### config.mk
export PLATFORM = sky130hd
export DESIGN_NAME = mmio_periph
export DESIGN_NICKNAME = d
export VERILOG_FILES = /design/src/rtl/mmio_pkg.sv /design/src/rtl/io_sync_edge.sv /design/src/rtl/mmio_periph.sv
export SDC_FILE = /design/constraint.sdc
export NUM_CORES = 1
export LEC_CHECK = 0
export ABC_AREA = 1
export CORE_MARGIN = 1
export CORE_UTILIZATION = 55
export DETAILED_ROUTE_END_ITERATION = 8
export PLACE_DENSITY = 0.85
export SETUP_SLACK_MARGIN = 0.1
export SYNTH_ARGS = -nofsm -noshare
export SYNTH_HDL_FRONTEND = slang
export SYNTH_SLANG_ARGS = --single-unit
### constraint.sdc
create_clock -name clk -period 5.1 [get_ports clk]
set_clock_uncertainty 0.05 [all_clocks]
set_input_delay 0.765 -clock clk [delete_from_list [all_inputs] [get_ports clk]]
set_output_delay 0.765 -clock clk [all_outputs]
set_load 0.1 [all_outputs]
### src/rtl/mmio_pkg.sv
// Shared register map and constants for the memory-mapped I/O peripheral.
package mmio_pkg;

   localparam logic [2:0] REG_ID    = 3'd0;
   localparam logic [2:0] REG_LEDS  = 3'd1;
   localparam logic [2:0] REG_HEX   = 3'd2;
   localparam logic [2:0] REG_SW    = 3'd3;
   localparam logic [2:0] REG_KEY   = 3'd4;
   localparam logic [2:0] REG_KEDGE = 3'd5;
   localparam logic [2:0] REG_TIMER = 3'd6;
   localparam logic [2:0] REG_TCMP  = 3'd7;

   localparam logic [31:0] ID_VALUE  = 32'h4D4D_0001;
   localparam int          MATCH_BIT = 31;

endpackage

### src/rtl/io_sync_edge.sv
// Multi-flop synchroniser for asynchronous inputs with a one-cycle rising-edge pulse
// derived from the synchronised level.
module io_sync_edge #(
   parameter int W      = 1,
   parameter int STAGES = 2
) (
   input  logic         clk,
   input  logic         reset,
   input  logic [W-1:0] d,
   output logic [W-1:0] level,
   output logic [W-1:0] rise
);

   logic [STAGES-1:0][W-1:0] chain;
   logic [W-1:0]             level_q;

   // NOTE: sequential state always uses non-blocking assignments so every flop
   // samples the pre-edge value of its neighbour; blocking here would collapse the chain.
   always_ff @(posedge clk) begin
      if (reset) begin
         chain   <= '0;
         level_q <= '0;
      end else begin
         chain   <= {chain[STAGES-2:0], d};
         level_q <= chain[STAGES-1];
      end
   end

   assign level = chain[STAGES-1];
   assign rise  = level & ~level_q;

endmodule

### src/rtl/mmio_periph.sv
// I/O window of the SoC data bus: LED/HEX registers, synchronised switches and keys,
// sticky key-press capture and a prescaled timer with compare flag.
module mmio_periph
   import mmio_pkg::*;
#(
   parameter int IO_BIT      = 8,
   parameter int NUM_LEDS    = 10,
   parameter int NUM_HEX     = 6,
   parameter int NUM_SW      = 10,
   parameter int NUM_KEYS    = 4,
   parameter int SYNC_STAGES = 2,
   parameter int PRESCALE    = 50
) (
   input  logic                   clk,
   input  logic                   reset,
   input  logic [31:0]            addr,
   input  logic [31:0]            writedata,
   input  logic                   memwrite,
   output logic                   is_io,
   output logic [31:0]            io_rdata,
   input  logic [NUM_SW-1:0]      sw,
   input  logic [NUM_KEYS-1:0]    key_n,
   output logic [NUM_LEDS-1:0]    leds,
   output logic [4*NUM_HEX-1:0]   hex_digits
);

   // Bit 31 of KEY_EDGE carries the timer match flag, so keys must stay below it.
   if (NUM_KEYS < 1 || NUM_KEYS > 31) begin : g_bad_num_keys
      $error("mmio_periph: NUM_KEYS must be in 1..31");
   end

   localparam int            PW      = (PRESCALE > 1) ? $clog2(PRESCALE) : 1;
   localparam logic [PW-1:0] PS_LAST = PW'(PRESCALE - 1);

   logic [2:0]          idx;
   logic                we;
   logic [NUM_SW-1:0]   sw_level;
   logic [NUM_SW-1:0]   unused_sw_rise;
   logic [NUM_KEYS-1:0] key_level;
   logic [NUM_KEYS-1:0] key_rise;
   logic [NUM_KEYS-1:0] key_edge;
   logic                match_flag;
   logic [PW-1:0]       presc;
   logic [31:0]         timer;
   logic [31:0]         timer_cmp;
   logic [31:0]         timer_inc;
   logic                tick;
   logic                timer_we;
   logic                kedge_w1c;
   logic                match_set;
   logic                unused_bits;

   assign is_io     = addr[IO_BIT];
   assign idx       = addr[4:2];
   assign we        = memwrite & is_io;
   assign tick      = (presc == PS_LAST);
   assign timer_we  = we && (idx == REG_TIMER);
   assign kedge_w1c = we && (idx == REG_KEDGE);
   assign timer_inc = timer + 32'd1;
   // Only a tick can raise the match; a store that lands on the compare value does not.
   assign match_set = tick && !timer_we && (timer_inc == timer_cmp);
   assign unused_bits = ^{addr, unused_sw_rise};

   io_sync_edge #(.W(NUM_SW), .STAGES(SYNC_STAGES)) u_sw_sync (
      .clk   (clk),
      .reset (reset),
      .d     (sw),
      .level (sw_level),
      .rise  (unused_sw_rise)
   );

   io_sync_edge #(.W(NUM_KEYS), .STAGES(SYNC_STAGES)) u_key_sync (
      .clk   (clk),
      .reset (reset),
      .d     (~key_n),
      .level (key_level),
      .rise  (key_rise)
   );

   // NOTE: every register here, including the compare value, gets a reset value;
   // a mid-run reset must override any store, tick or edge arriving on the same edge.
   always_ff @(posedge clk) begin
      if (reset) begin
         leds       <= '0;
         hex_digits <= '0;
         key_edge   <= '0;
         match_flag <= 1'b0;
         presc      <= '0;
         timer      <= '0;
         timer_cmp  <= 32'hFFFF_FFFF;
      end else begin
         if (we && idx == REG_LEDS) leds       <= writedata[NUM_LEDS-1:0];
         if (we && idx == REG_HEX)  hex_digits <= writedata[4*NUM_HEX-1:0];
         if (we && idx == REG_TCMP) timer_cmp  <= writedata;

         presc <= tick ? '0 : presc + 1'b1;

         if (timer_we)  timer <= writedata;
         else if (tick) timer <= timer_inc;

         // New presses are OR-ed in after the clear so a coincident set wins.
         key_edge   <= (key_edge & ~(kedge_w1c ? writedata[NUM_KEYS-1:0] : '0)) | key_rise;
         match_flag <= (match_flag & ~(kedge_w1c & writedata[MATCH_BIT])) | match_set;
      end
   end

   // NOTE: the read mux assigns a default before the case so no path leaves io_rdata
   // unassigned, which would otherwise infer a latch.
   always_comb begin
      io_rdata = '0;
      case (idx)
         REG_ID:    io_rdata = ID_VALUE;
         REG_LEDS:  io_rdata = 32'(leds);
         REG_HEX:   io_rdata = 32'(hex_digits);
         REG_SW:    io_rdata = 32'(sw_level);
         REG_KEY:   io_rdata = 32'(key_level);
         REG_KEDGE: io_rdata = 32'(key_edge) | (32'(match_flag) << MATCH_BIT);
         REG_TIMER: io_rdata = timer;
         REG_TCMP:  io_rdata = timer_cmp;
         default:   io_rdata = '0;
      endcase
   end

endmodule

Word level (Yosys, flattened, before mapping)
Index checks and enable logic that the tools add are counted.

storage, ports and cells
  logic and storage cells = 50
  output and inout port bits = 67
  register bits after elaboration = 141

operators by class
  multiplexer cells = 4
  reduce and logical (&&, ||, !) cells = 11
  equal/unequal tests = 9
  add/sub/neg operators = 2
  bitwise logic cells = 12

operators with widths
  cell                                                              number
  32-bit case mux with 8 select lines                               1
  32-bit two-way mux                                                2
  32-bit by 1-bit adder with 32-bit output (second input constant)  1
  32-bit == test                                                    1
  4-bit by 32-bit OR with 32-bit output                             1
  3-bit == test (second input constant)                             4
  4-bit NOT                                                         3
  4-bit bitwise AND                                                 2
  1-bit logical AND                                                 7
  6-bit by 1-bit adder with 6-bit output (second input constant)    1
  3-bit by 2-bit == test with 1-bit output (second input constant)  2
  6-bit == test (second input constant)                             1
  4-bit two-way mux                                                 1
  4-bit OR                                                          1
  1-bit bitwise AND                                                 3
  3-bit by 1-bit == test with 1-bit output (second input constant)  1
  3-bit logical NOT                                                 1
  2-bit nonzero test                                                1
  2-bit OR reduction                                                1
  1-bit logical NOT                                                 1
  1-bit NOT                                                         1
  1-bit OR                                                          1

Logic depth before layout (Yosys ltp)
Gate-level depths: netlist of run 1.

  depth after elaboration = 6
  depth in mapped cells = 15

Hierarchy
Synthesis of run 1 repeated with hierarchy kept, for this count alone.

unflattened totals
  cell total of the unflattened synthesis = 1,183
  area, all modules = 7,832.5 um^2

by module, submodules not included
  module                     cells an instance  area each (um^2)  sequential area each (um^2)  times used
  mmio_periph                1,025              6,473.7           2,182.1                      1
  io_sync_edge (u_sw_sync)   113                972.2             600.6                        1
  io_sync_edge (u_key_sync)  45                 386.6             240.2                        1

Worst setup path before layout of run 1
No wires, ideal clock.

  path type = input to output
  from = input addr[2]
  to = output io_rdata[13]
  data required time = 4,285 ps
  stages on the path = 4
  arrival = 3,324 ps
  path buffers = 1
  setup slack = 961 ps
  cell sequence = inv_2 -> nand3_1 -> clkbuf_1 -> o21ai_0

between the ends
  word-level cells in the longest chain between the ends = 2
  elaborated cells between the ends (all ways) = 9
  classes of those cells = 7 x eq/ne; 1 x mux; 1 x reduce/logical

ends and longest elaborated chain
  what                                         line                source
  start: declaration                           mmio_periph.sv:16   input logic [31:0] addr,
  3-bit == test, or another cell as far along  mmio_periph.sv:111  case (idx)
  32-bit case mux with 8 select lines *        mmio_periph.sv:111
  end: declaration                             mmio_periph.sv:20   output logic [31:0] io_rdata,

Every way passes the cells marked *; elsewhere a longest branch is shown, timed or not.

Worst setup path after layout of run 1
  from = input addr[2]
  to = output io_rdata[1]

The elaborated chain is that of the path after synthesis.

==> flow_summary_export.csv, run 1 <==
group,metric,value,unit
sta,finalSetupViolations,0,
global_route,track_usage,33.0,%
logic_synthesis,synth-simple-area-share,36.6,%
finish,fin_area,9210,µm²
worst_setup_path,cp.arrival,3080,ps
logic_synthesis,ys_ff_latch,141,
worst_setup_path,cp_common_cell,"buf_4",
logic_synthesis,synth_mux_area_share,0,%
place,post_dp_cell_area,8630,µm²
worst_setup_path,worst_r2r_path_depth,13,
sta,min_period,3900,ps
worst_setup_path,critical_path.cell_chain,"clkdlybuf4s50_1, inv_2, nand3_1, buf_4, clkinv_1, a22oi_1, o2111ai_1, buf_4",
sta,hold_viol,0,
sta,rsz0062_at_grt,"no",
power_and_ir_drop,p_leak,3.95,nW
power_and_ir_drop,irDropWorstVdd,276,µV
clocking,cts_buffer_depth,2,
power_and_ir_drop,fin_total_pwr,2.76,mW
place,gp_congestion,0.955,
finish,stdcell_count,1415,
detailed_routing,num_vias,8035,
logic_synthesis,synth_top_family_by_area,"simple AND/OR/NAND/NOR gates",
power_and_ir_drop,p_int,1.93,mW
die,rows,41,
worst_setup_path,r2r-start,"timer[0]",
clocking,path_clk_slew,60,ps
place,dp.final_hpwl,15100,µm
worst_setup_path,timing.rr.end,"match_flag",
power_and_ir_drop,p_comb_share,13.3,%
die,initial_core_util,57.5,%
detailed_routing,drtAntennaViolNets,0,
clocking,holdBufCountCts,0,
sta,slew_violations,0,
worst_setup_path,critPathLaunchType,"primary input",
die,dieArea,13900,µm²
logic_synthesis,synthCells,1124,
detailed_routing,via_per_inst,5.68,
sta,relSlewSlack,33.4,%
logic_synthesis,ys_types,40,
worst_setup_path,slowest_delay,560,ps
finish,fin_util,71.8,%
sta,holdWs,351,ps
logic_synthesis,avgSynthCellArea,6.56,µm²
die,die_h,118,µm
logic_synthesis,synthArstFlopShare,0,%
power_and_ir_drop,clockPowerShare,44.9,%
global_route,grt_max_degree,66,
detailed_routing,drt-total-wl,22500,µm
logic_synthesis,synth_area_leaders,"dfxtp_1 38%, nand2_1 16%, nor2_1 8.8%",
detailed_routing,drcViolationCount,0,
run,drv_cap,0,
worst_setup_path,cpLargestDelayFamily,"buffers and inverters",
finish,syn_to_final_growth,24.8,%
die,core_area,12800,µm²
logic_synthesis,synth_flop_cell,"dfxtp_1",
clocking,clkSinkCount,141,
global_route,grt_pass1_wl,36300,µm
logic_synthesis,synth-compound-area-share,14.2,%
clocking,insertion_delay,440,ps
finish,layout-drive-gt1-share,8.85,%
power_and_ir_drop,p_seq_share,41.8,%
clocking,cts_inserted_buffers,17,
sta,final.setup.tns,0,ps
clocking,cts_tree,"yes",
place,place_ws,1290,ps
outcome,status,"finished, final reports clean",
die,die_w,118,µm
worst_setup_path,r2r_slack,2570,ps
detailed_routing,avgRoutedWirePerCell,15.9,µm
sta,worst_pin_slew,996,ps
die,ios,148,
worst_setup_path,cp_slowest_cell,"clkdlybuf4s50_1",
worst_setup_path,critPathLaunch,"addr[2]",
power_and_ir_drop,p_sw,0.826,mW
place,port-buffer-count,119,
clocking,cts_setup_buffers,0,
sta,finalCritPeriodShare,76.4,%
logic_synthesis,synth_xor_area_share,1.46,%
min_path,whs_path_depth,2,
clocking,cts_resized,0,
global_route,grt-ovfl-total,0,
clocking,clock_tree.root_cell,"clkbuf_16",
min_path,hp-class,"reg2reg",
sta,layout_setup_ws,1200,ps
finish,nNetsFinal,1314,
clocking,cts_max_level,4,
logic_synthesis,synth_area,7380,µm²
logic_synthesis,synthAdderAreaFrac,0.509,%
logic_synthesis,yosysTopAreaCellShare,38.3,%
logic_synthesis,yosysTopAreaCell,"dfxtp_1",
min_path,hp-start,"u_key_sync.chain[3]",
detailed_routing,dr.pass1.iters,6,
worst_setup_path,cp-end-kind,"output pin",
logic_synthesis,synth_edf_count,0,
worst_setup_path,crit_fanout,24,
global_route,grt_pass1_vias,7525,
global_route,antenna_found_initial,0,
power_and_ir_drop,switching_share,30.0,%
place,dp_cells,1383,
worst_setup_path,critPathKind,"in2out",
logic_synthesis,syn_nets,1208,
power_and_ir_drop,p_per_area,299,nW/µm²
detailed_routing,drt-initial-drc-count,847,
sta,max_freq,0.257,GHz
logic_synthesis,ys_warn_count,0,
worst_setup_path,cp.required,4280,ps
worst_setup_path,path_buf_inv,5,
min_path,min_to,"u_key_sync.level[3]",
logic_synthesis,ys_seq_area_share,38.3,%
finish,antenna-diode-count,0,
worst max path at each step:
stage / end / depth (start not counted)
detailed placement: io_rdata[3] / 8
finish: io_rdata[1] / 8
CTS: io_rdata[3] / 8
global placement: io_rdata[3] / 8
floorplan: io_rdata[13] / 4
global route: io_rdata[3] / 8
kinds of logic after synthesis:
family                     after synthesis
DFF                                    141
adders and majority gates                3
buffers and inverters                  174
xor gates and xnor gates                 9
and+or+nand+nor                        638
AOI/OAI and AO/OA                      159
synthesized netlist by cell type, drive strengths merged (8+ instances only):
| cell type | number |
|---|---|
| a22oi | 17 |
| inv | 129 |
| nand4 | 9 |
| nor2 | 182 |
| o211ai | 30 |
| nand2 | 335 |
| clkbuf | 34 |
| nand3 | 101 |
| o221ai | 9 |
| o22ai | 8 |
| a21oi | 11 |
| a31oi | 26 |
| dfxtp | 141 |
| o21ai | 44 |
| buf | 9 |
placed cells by master (no fill, tap or decap), types with 5 or more instances in the layout:
cell type and instances:
nand3_1 99, a221oi_1 6, o211ai_1 30, inv_1 125, clkbuf_16 17, inv_2 5, dfxtp_1 141, inv_6 8
nor2_4 6, nand2_1 324, o21ai_0 42, o221ai_1 9, a31oi_1 26, o2111ai_1 7, buf_4 43, nor3_1 5
o22ai_1 8, a22oi_1 17, nand4_1 9, clkdlybuf4s50_1 86, nor2_1 170, a21oi_1 10, nand2_2 10
routing by layer:
metal	share of wire [%]	track usage (%)
met3	8.7	6.25
met4	3.4	16.7
met1	41	40.2
met5	0	0
met2	47	55.4
registers in the layout (all words and copies together) (netlist names):
register and cells:
presc 6, u_sw_sync.level 10, key_edge 4, u_key_sync.level 4, u_key_sync.level_q 4, leds 10
timer 32, match_flag 1, u_key_sync.chain 4, hex_digits 24, u_sw_sync.chain 10, timer_cmp 32
power groups by stage:
stage                     Combinational, mW  Clock (mW)  Sequential (mW)
after CTS                             0.363        1.24             1.15
after global routing                  0.383        1.29             1.15
after detailed placement              0.361           0             1.17
after floorplan                       0.204           0             1.21
final                                 0.366        1.24             1.15
after global placement                0.358           0             1.17
tightest hold or removal path: cells and delay by family, from the launching register on:
family | cells | cell delay, ps
buffers and inverters | 1 | 40
AND/OR/NAND/NOR | 1 | 30
flip-flops | 1 | 300
area by class of cell:
cell class                      count  area (µm²)
Multi-Input combinational cell    809        3910
Fill cell                        1083        3620
Sequential cell                   141        2820
Timing Repair Buffer              130        1190
Inverter                          131         492
Clock buffer                       18         439
Tap cell                          172         215
Clock inverter                     14         143
Power figures use the tool's default switching activity.
==> inputs of run 2 (changes only) <==
--- a/config.mk
+++ b/config.mk
@@ -7,9 +7,9 @@
 export LEC_CHECK = 0
 export ABC_AREA = 1
 export CORE_MARGIN = 1
-export CORE_UTILIZATION = 55
+export CORE_UTILIZATION = 52
 export DETAILED_ROUTE_END_ITERATION = 8
-export PLACE_DENSITY = 0.85
+export PLACE_DENSITY = 0.81
 export SETUP_SLACK_MARGIN = 0.1
 export SYNTH_ARGS = -nofsm -noshare
 export SYNTH_HDL_FRONTEND = slang
==> constraint.sdc (replaced) <==
create_clock -name clk -period 3.63 [get_ports clk]
set_clock_uncertainty 0.05 [all_clocks]
set_input_delay 0.5445 -clock clk [delete_from_list [all_inputs] [get_ports clk]]
set_output_delay 0.5445 -clock clk [all_outputs]
set_load 0.1 [all_outputs]
==> run 2 against run 1 <==
  * Sequential share of layout area fell by 1.4 points
  * Sequential power rose by 41%
  * Die area rose by 5.7%
  * Critical path depth did not move
  * Flip-flop and latch count did not move
  * Hold slack improved by 2.0 ps
  * First-iteration DRC count fell by 5.0%
  * Clock-buffer cell count did not move
  * Setup slack got worse by 630 ps
  * Final cell count rose by 0.71%
  * Non-clock buffer count rose by 2
  * Critical endpoint is now io_rdata[2]
  * Largest power group unchanged
==> flow_summary_export.csv, run 2 (synthesis gave the netlist of run 1 again) <==
group,metric,value,unit
detailed_routing,num_vias,8008,
clocking,clock_tree.root_cell,"clkbuf_16",
power_and_ir_drop,p_seq_share,41.0,%
die,ios,148,
clocking,insertion_delay,430,ps
finish,layout-drive-gt1-share,9.08,%
power_and_ir_drop,fin_total_pwr,3.94,mW
finish,syn_to_final_growth,30.8,%
sta,worst_pin_slew,999,ps
place,place_ws,610,ps
worst_setup_path,r2r-start,"timer[0]",
clocking,cts_inserted_buffers,17,
sta,rsz0062_at_grt,"no",
detailed_routing,drtAntennaViolNets,0,
place,port-buffer-count,119,
finish,multi_input_area,3910,µm²
global_route,grt_max_degree,66,
clocking,cts_max_level,4,
finish,final_cell_mix,"324 x nand2_1, 170 x nor2_1, 141 x dfxtp_1, 125 x inv_1, 99 x nand3_1",
power_and_ir_drop,p_sw,1.17,mW
place,dp_cells,1393,
detailed_routing,dr.pass1.iters,6,
worst_setup_path,critPathKind,"in2out",
detailed_routing,drt-initial-drc-count,805,
clocking,clkSinkCount,141,
sta,relSlewSlack,33.2,%
global_route,use_met1,39.5,%
sta,finalSetupViolations,0,
min_path,hp-start,"u_key_sync.chain[1]",
worst_setup_path,critical_path.cell_chain,"clkdlybuf4s50_1, inv_2, nand3_1, buf_4, o22ai_1, a221oi_1, nand3_1, buf_12",
die,core_area,13900,µm²
clocking,cts_resized,0,
worst_setup_path,slowest_delay,570,ps
die,dieArea,14700,µm²
detailed_routing,via_per_inst,5.62,
worst_setup_path,cp.required,3040,ps
detailed_routing,avgRoutedWirePerCell,16.0,µm
worst_setup_path,cp_slowest_cell,"clkdlybuf4s50_1",
global_route,grt_pass1_vias,7702,
global_route,use_met2,54.3,%
worst_setup_path,cpLargestDelayFamily,"buffers and inverters",
clocking,path_clk_slew,60,ps
worst_setup_path,path_buf_inv,4,
die,initial_core_util,53.1,%
sta,slew_violations,0,
worst_setup_path,worst_r2r_path_depth,13,
power_and_ir_drop,irDropWorstVdd,486,µV
power_and_ir_drop,p_leak,4.07,nW
sta,holdWs,353,ps
global_route,grt-ovfl-total,0,
sta,min_period,3060,ps
finish,fin_area,9650,µm²
global_route,track_usage,32.7,%
power_and_ir_drop,p_per_area,409,nW/µm²
worst_setup_path,cp.arrival,2460,ps
place,dp.final_hpwl,15400,µm
worst_setup_path,cp-end-kind,"output pin",
min_path,whs_path_depth,2,
sta,hold_viol,0,
worst_setup_path,timing.rr.end,"match_flag",
die,die_w,121,µm
clocking,cts_setup_buffers,0,
outcome,status,"finished, final reports clean",
die,rows,43,
global_route,antenna_found_initial,0,
finish,nNetsFinal,1316,
clocking,cts_tree,"yes",
finish,top_regs,"timer x32, timer_cmp x32, hex_digits x24",
global_route,use_met3,7.66,%
finish,stdcell_count,1425,
min_path,hp-class,"reg2reg",
sta,layout_setup_ws,574,ps
finish,fin_util,69.5,%
power_and_ir_drop,p_comb_share,14.6,%
power_and_ir_drop,switching_share,29.8,%
finish,final.fill_count,1117,
clocking,cts_buffer_depth,2,
finish,antenna-diode-count,0,
run,drv_cap,0,
global_route,grt_pass1_wl,37400,µm
place,gp_congestion,0.941,
sta,max_freq,0.327,GHz
worst_setup_path,cp_common_cell,"nand3_1",
power_and_ir_drop,clockPowerShare,44.4,%
worst_setup_path,critPathLaunchType,"primary input",
die,die_h,121,µm
place,post_dp_cell_area,9060,µm²
finish,seq_area,2820,µm²
worst_setup_path,crit_fanout,23,
clocking,holdBufCountCts,0,
sta,finalCritPeriodShare,84.2,%
sta,final.setup.tns,0,ps
global_route,grt.busiest_layer,"met2",
min_path,min_to,"u_key_sync.level[1]",
worst_setup_path,r2r_slack,1010,ps
finish,final_common_cell,"nand2_1",
detailed_routing,drcViolationCount,0,
power_and_ir_drop,p_int,2.77,mW
detailed_routing,drt-total-wl,22800,µm
-- run 2: worst min-delay path, delay by kind of cell, from the launching register on --
| kind | cells | cell delay [ps] |
|---|---|---|
| flip-flops | 1 | 300 |
| buffers and inverters | 1 | 40 |
| AND/OR/NAND/NOR | 1 | 30 |
-- run 2: worst max-delay path by stage --
stage	startpoint	end	slack, ps	cells past startpoint
finish	addr[2]	io_rdata[2]	570	8
detailed placement	addr[2]	io_rdata[3]	610	7
global placement	addr[2]	io_rdata[3]	640	7
CTS	addr[2]	io_rdata[2]	580	8
floorplan	addr[2]	io_rdata[13]	-70	4
global route	addr[2]	io_rdata[1]	440	7
-- run 2: power groups by stage --
| stage | combinational, mW | clock (mW) | sequential [mW] |
|---|---|---|---|
| detailed placement | 0.571 | 0 | 1.65 |
| global placement | 0.567 | 0 | 1.65 |
| CTS | 0.575 | 1.76 | 1.62 |
| finish | 0.577 | 1.75 | 1.62 |
| global route | 0.607 | 1.83 | 1.62 |
| floorplan | 0.287 | 0 | 1.70 |
-- run 2: cell type report --
type	instances	area share (%)
clock inverters	14	1.54
repair buffers	132	16.7
multi-input cells	809	40.5
flip-flops and latches	141	29.2
clock buffers	18	4.55
inverters	131	5.10
well taps	180	2.33
-- run 2: layer usage --
metal,vias up,part of all wire (%),wire length [µm]
li1,3874,-,-
met1,3693,42,9470
met2,366,46,10500
met3,75,7.9,1800
met4,0,4.2,954
met5,-,0,0
==> inputs of run 3 (changes only) <==
==> constraint.sdc (replaced) <==
create_clock -name clk -period 3 [get_ports clk]
set_clock_uncertainty 0.05 [all_clocks]
set_input_delay 0.45 -clock clk [delete_from_list [all_inputs] [get_ports clk]]
set_output_delay 0.45 -clock clk [all_outputs]
set_load 0.1 [all_outputs]
==> run 3 against run 2 <==
  * Design area rose by 1.2%
  * Critical path depth stayed put
  * Flip-flop and latch count unchanged
  * Setup slack lost 380 ps
  * Register-to-register slack got worse by 550 ps
  * Largest cell class unchanged
==> flow_summary_export.csv, run 3 (synthesis gave the netlist of run 1 again) <==
group,metric,value,unit
outcome,status,"finished, final reports clean",
global_route,grt.busiest_layer,"met2",
place,place_ws,143,ps
place,gp_congestion,0.941,
power_and_ir_drop,p_per_area,494,nW/µm²
clocking,cts_buffer_depth,2,
finish,stdcell_count,1434,
min_path,hp-class,"reg2reg",
global_route,antenna_found_initial,0,
clocking,clock_tree.root_cell,"clkbuf_16",
sta,finalCritPeriodShare,93.6,%
finish,final_common_cell,"nand2_1",
global_route,grt_pass1_vias,7525,
global_route,use_met1,39.4,%
worst_setup_path,cp_common_cell,"buf_12",
clocking,cts_tree,"yes",
die,initial_core_util,53.1,%
sta,min_period,2810,ps
sta,max_freq,0.356,GHz
place,port-buffer-count,119,
detailed_routing,drcViolationCount,0,
finish,final_cell_mix,"324 x nand2_1, 170 x nor2_1, 141 x dfxtp_1, 125 x inv_1, 99 x nand3_1",
sta,hold_viol,0,
global_route,grt_pass1_wl,36400,µm
global_route,grt-ovfl-total,0,
detailed_routing,drtAntennaViolNets,0,
clocking,path_clk_slew,60,ps
detailed_routing,drt-initial-drc-count,816,
run,drv_cap,0,
worst_setup_path,critPathKind,"in2out",
clocking,cts_max_level,4,
sta,finalSetupViolations,0,
finish,antenna-diode-count,0,
clocking,holdBufCountCts,0,
die,die_w,121,µm
place,dp_cells,1401,
detailed_routing,drt-total-wl,22700,µm
global_route,use_met3,7.14,%
detailed_routing,via_per_inst,5.57,
clocking,clkSinkCount,141,
worst_setup_path,cp.arrival,2310,ps
sta,final.setup.tns,0,ps
sta,relSlewSlack,39.5,%
die,die_h,121,µm
finish,syn_to_final_growth,32.4,%
worst_setup_path,cp_slowest_cell,"clkdlybuf4s50_1",
worst_setup_path,cp.required,2500,ps
finish,fin_util,70.4,%
detailed_routing,avgRoutedWirePerCell,15.8,µm
die,ios,148,
global_route,grt_max_degree,66,
die,dieArea,14700,µm²
clocking,insertion_delay,430,ps
detailed_routing,num_vias,7993,
worst_setup_path,crit_fanout,7,
sta,worst_pin_slew,907,ps
global_route,use_met2,51.5,%
power_and_ir_drop,p_leak,4.22,nW
worst_setup_path,critPathLaunchType,"primary input",
finish,nNetsFinal,1325,
place,dp.final_hpwl,15900,µm
worst_setup_path,slowest_delay,530,ps
global_route,track_usage,31.9,%
sta,slew_violations,0,
die,core_area,13900,µm²
finish,top_regs,"timer x32, timer_cmp x32, hex_digits x24",
worst_setup_path,cp-end-kind,"output pin",
clocking,cts_inserted_buffers,17,
sta,layout_setup_ws,192,ps
die,rows,43,
sta,rsz0062_at_grt,"no",
power_and_ir_drop,irDropWorstVdd,396,µV
worst_setup_path,critical_path.cell_chain,"clkdlybuf4s50_1, inv_2, nand3_1, clkinvlp_4, buf_12, a22oi_1, nand4_1, buf_12",
finish,layout-drive-gt1-share,13.4,%
detailed_routing,dr.pass1.iters,6,
==> run 3: cell types whose count changed in the layout (fill, tap and decap cells not counted) <==
cell / change
buf_12: +4
o221ai_2: +9
clkdlybuf4s50_1: -34
o2111ai_2: +2
bufinv_16: +1
o221ai_1: -9
o2111ai_1: -2
clkinv_1: -1
clkinv_2: +2
inv_8: -2
buf_4: +39
==> run 3: report_power, final <==
group	switching, mW	internal [mW]
registers	0.0353	1.92
logic	0.470	0.242
clock network	0.888	1.26
total	1.39	3.43
==> run 3: worst max-delay path: cells and delay by family <==
family                 cells  cell delay, ps
buffers and inverters      5            1240
AND/OR/NAND/NOR            2             420
AO/OA/AOI/OAI              1             190
==> run 3: worst paths after layout <==
check,endpoint,start,slack (ps),cells after the start
worst max-delay path,io_rdata[7],addr[2],190,8
worst min-delay path,u_sw_sync.level[1],u_sw_sync.chain[1],350,2
worst max register to register,match_flag,timer[0],460,13
worst min register to register,u_sw_sync.level[1],u_sw_sync.chain[1],350,2
==> run 3: area by class of cell <==
| type | instances | area (µm²) |
|---|---|---|
| fill | 1126 | 4120 |
| multi-input combinational | 809 | 3980 |
| sequential | 141 | 2820 |
| timing repair buffer | 141 | 1650 |
| inverter | 131 | 495 |
| clock buffer | 18 | 439 |
| tap | 180 | 225 |
| clock inverter | 14 | 159 |
==> run 3: per-layer routing <==
layer  vias to the layer above  share of wire, %
met3                        59               8.1
met4                         0               3.7
met5                         -                 0
li1                       3898                 -
met1                      3634                42
met2                       402                46
==> run 3: repair_timing <==
action | CTS | global route
setup endpoints to repair | 0 | 6
buffers inserted | 0 | 1
gates resized for setup | 0 | 2
==> run 3: per-stage QoR <==
step	power, mW	cell area [µm²]	hold WS, ps
final	4.82	9770	352
after global routing	4.97	9770	364
after CTS	4.83	9740	352
after detailed placement	2.70	9140	343
after global placement	2.69	9140	339
after floorplan	2.41	7440	338
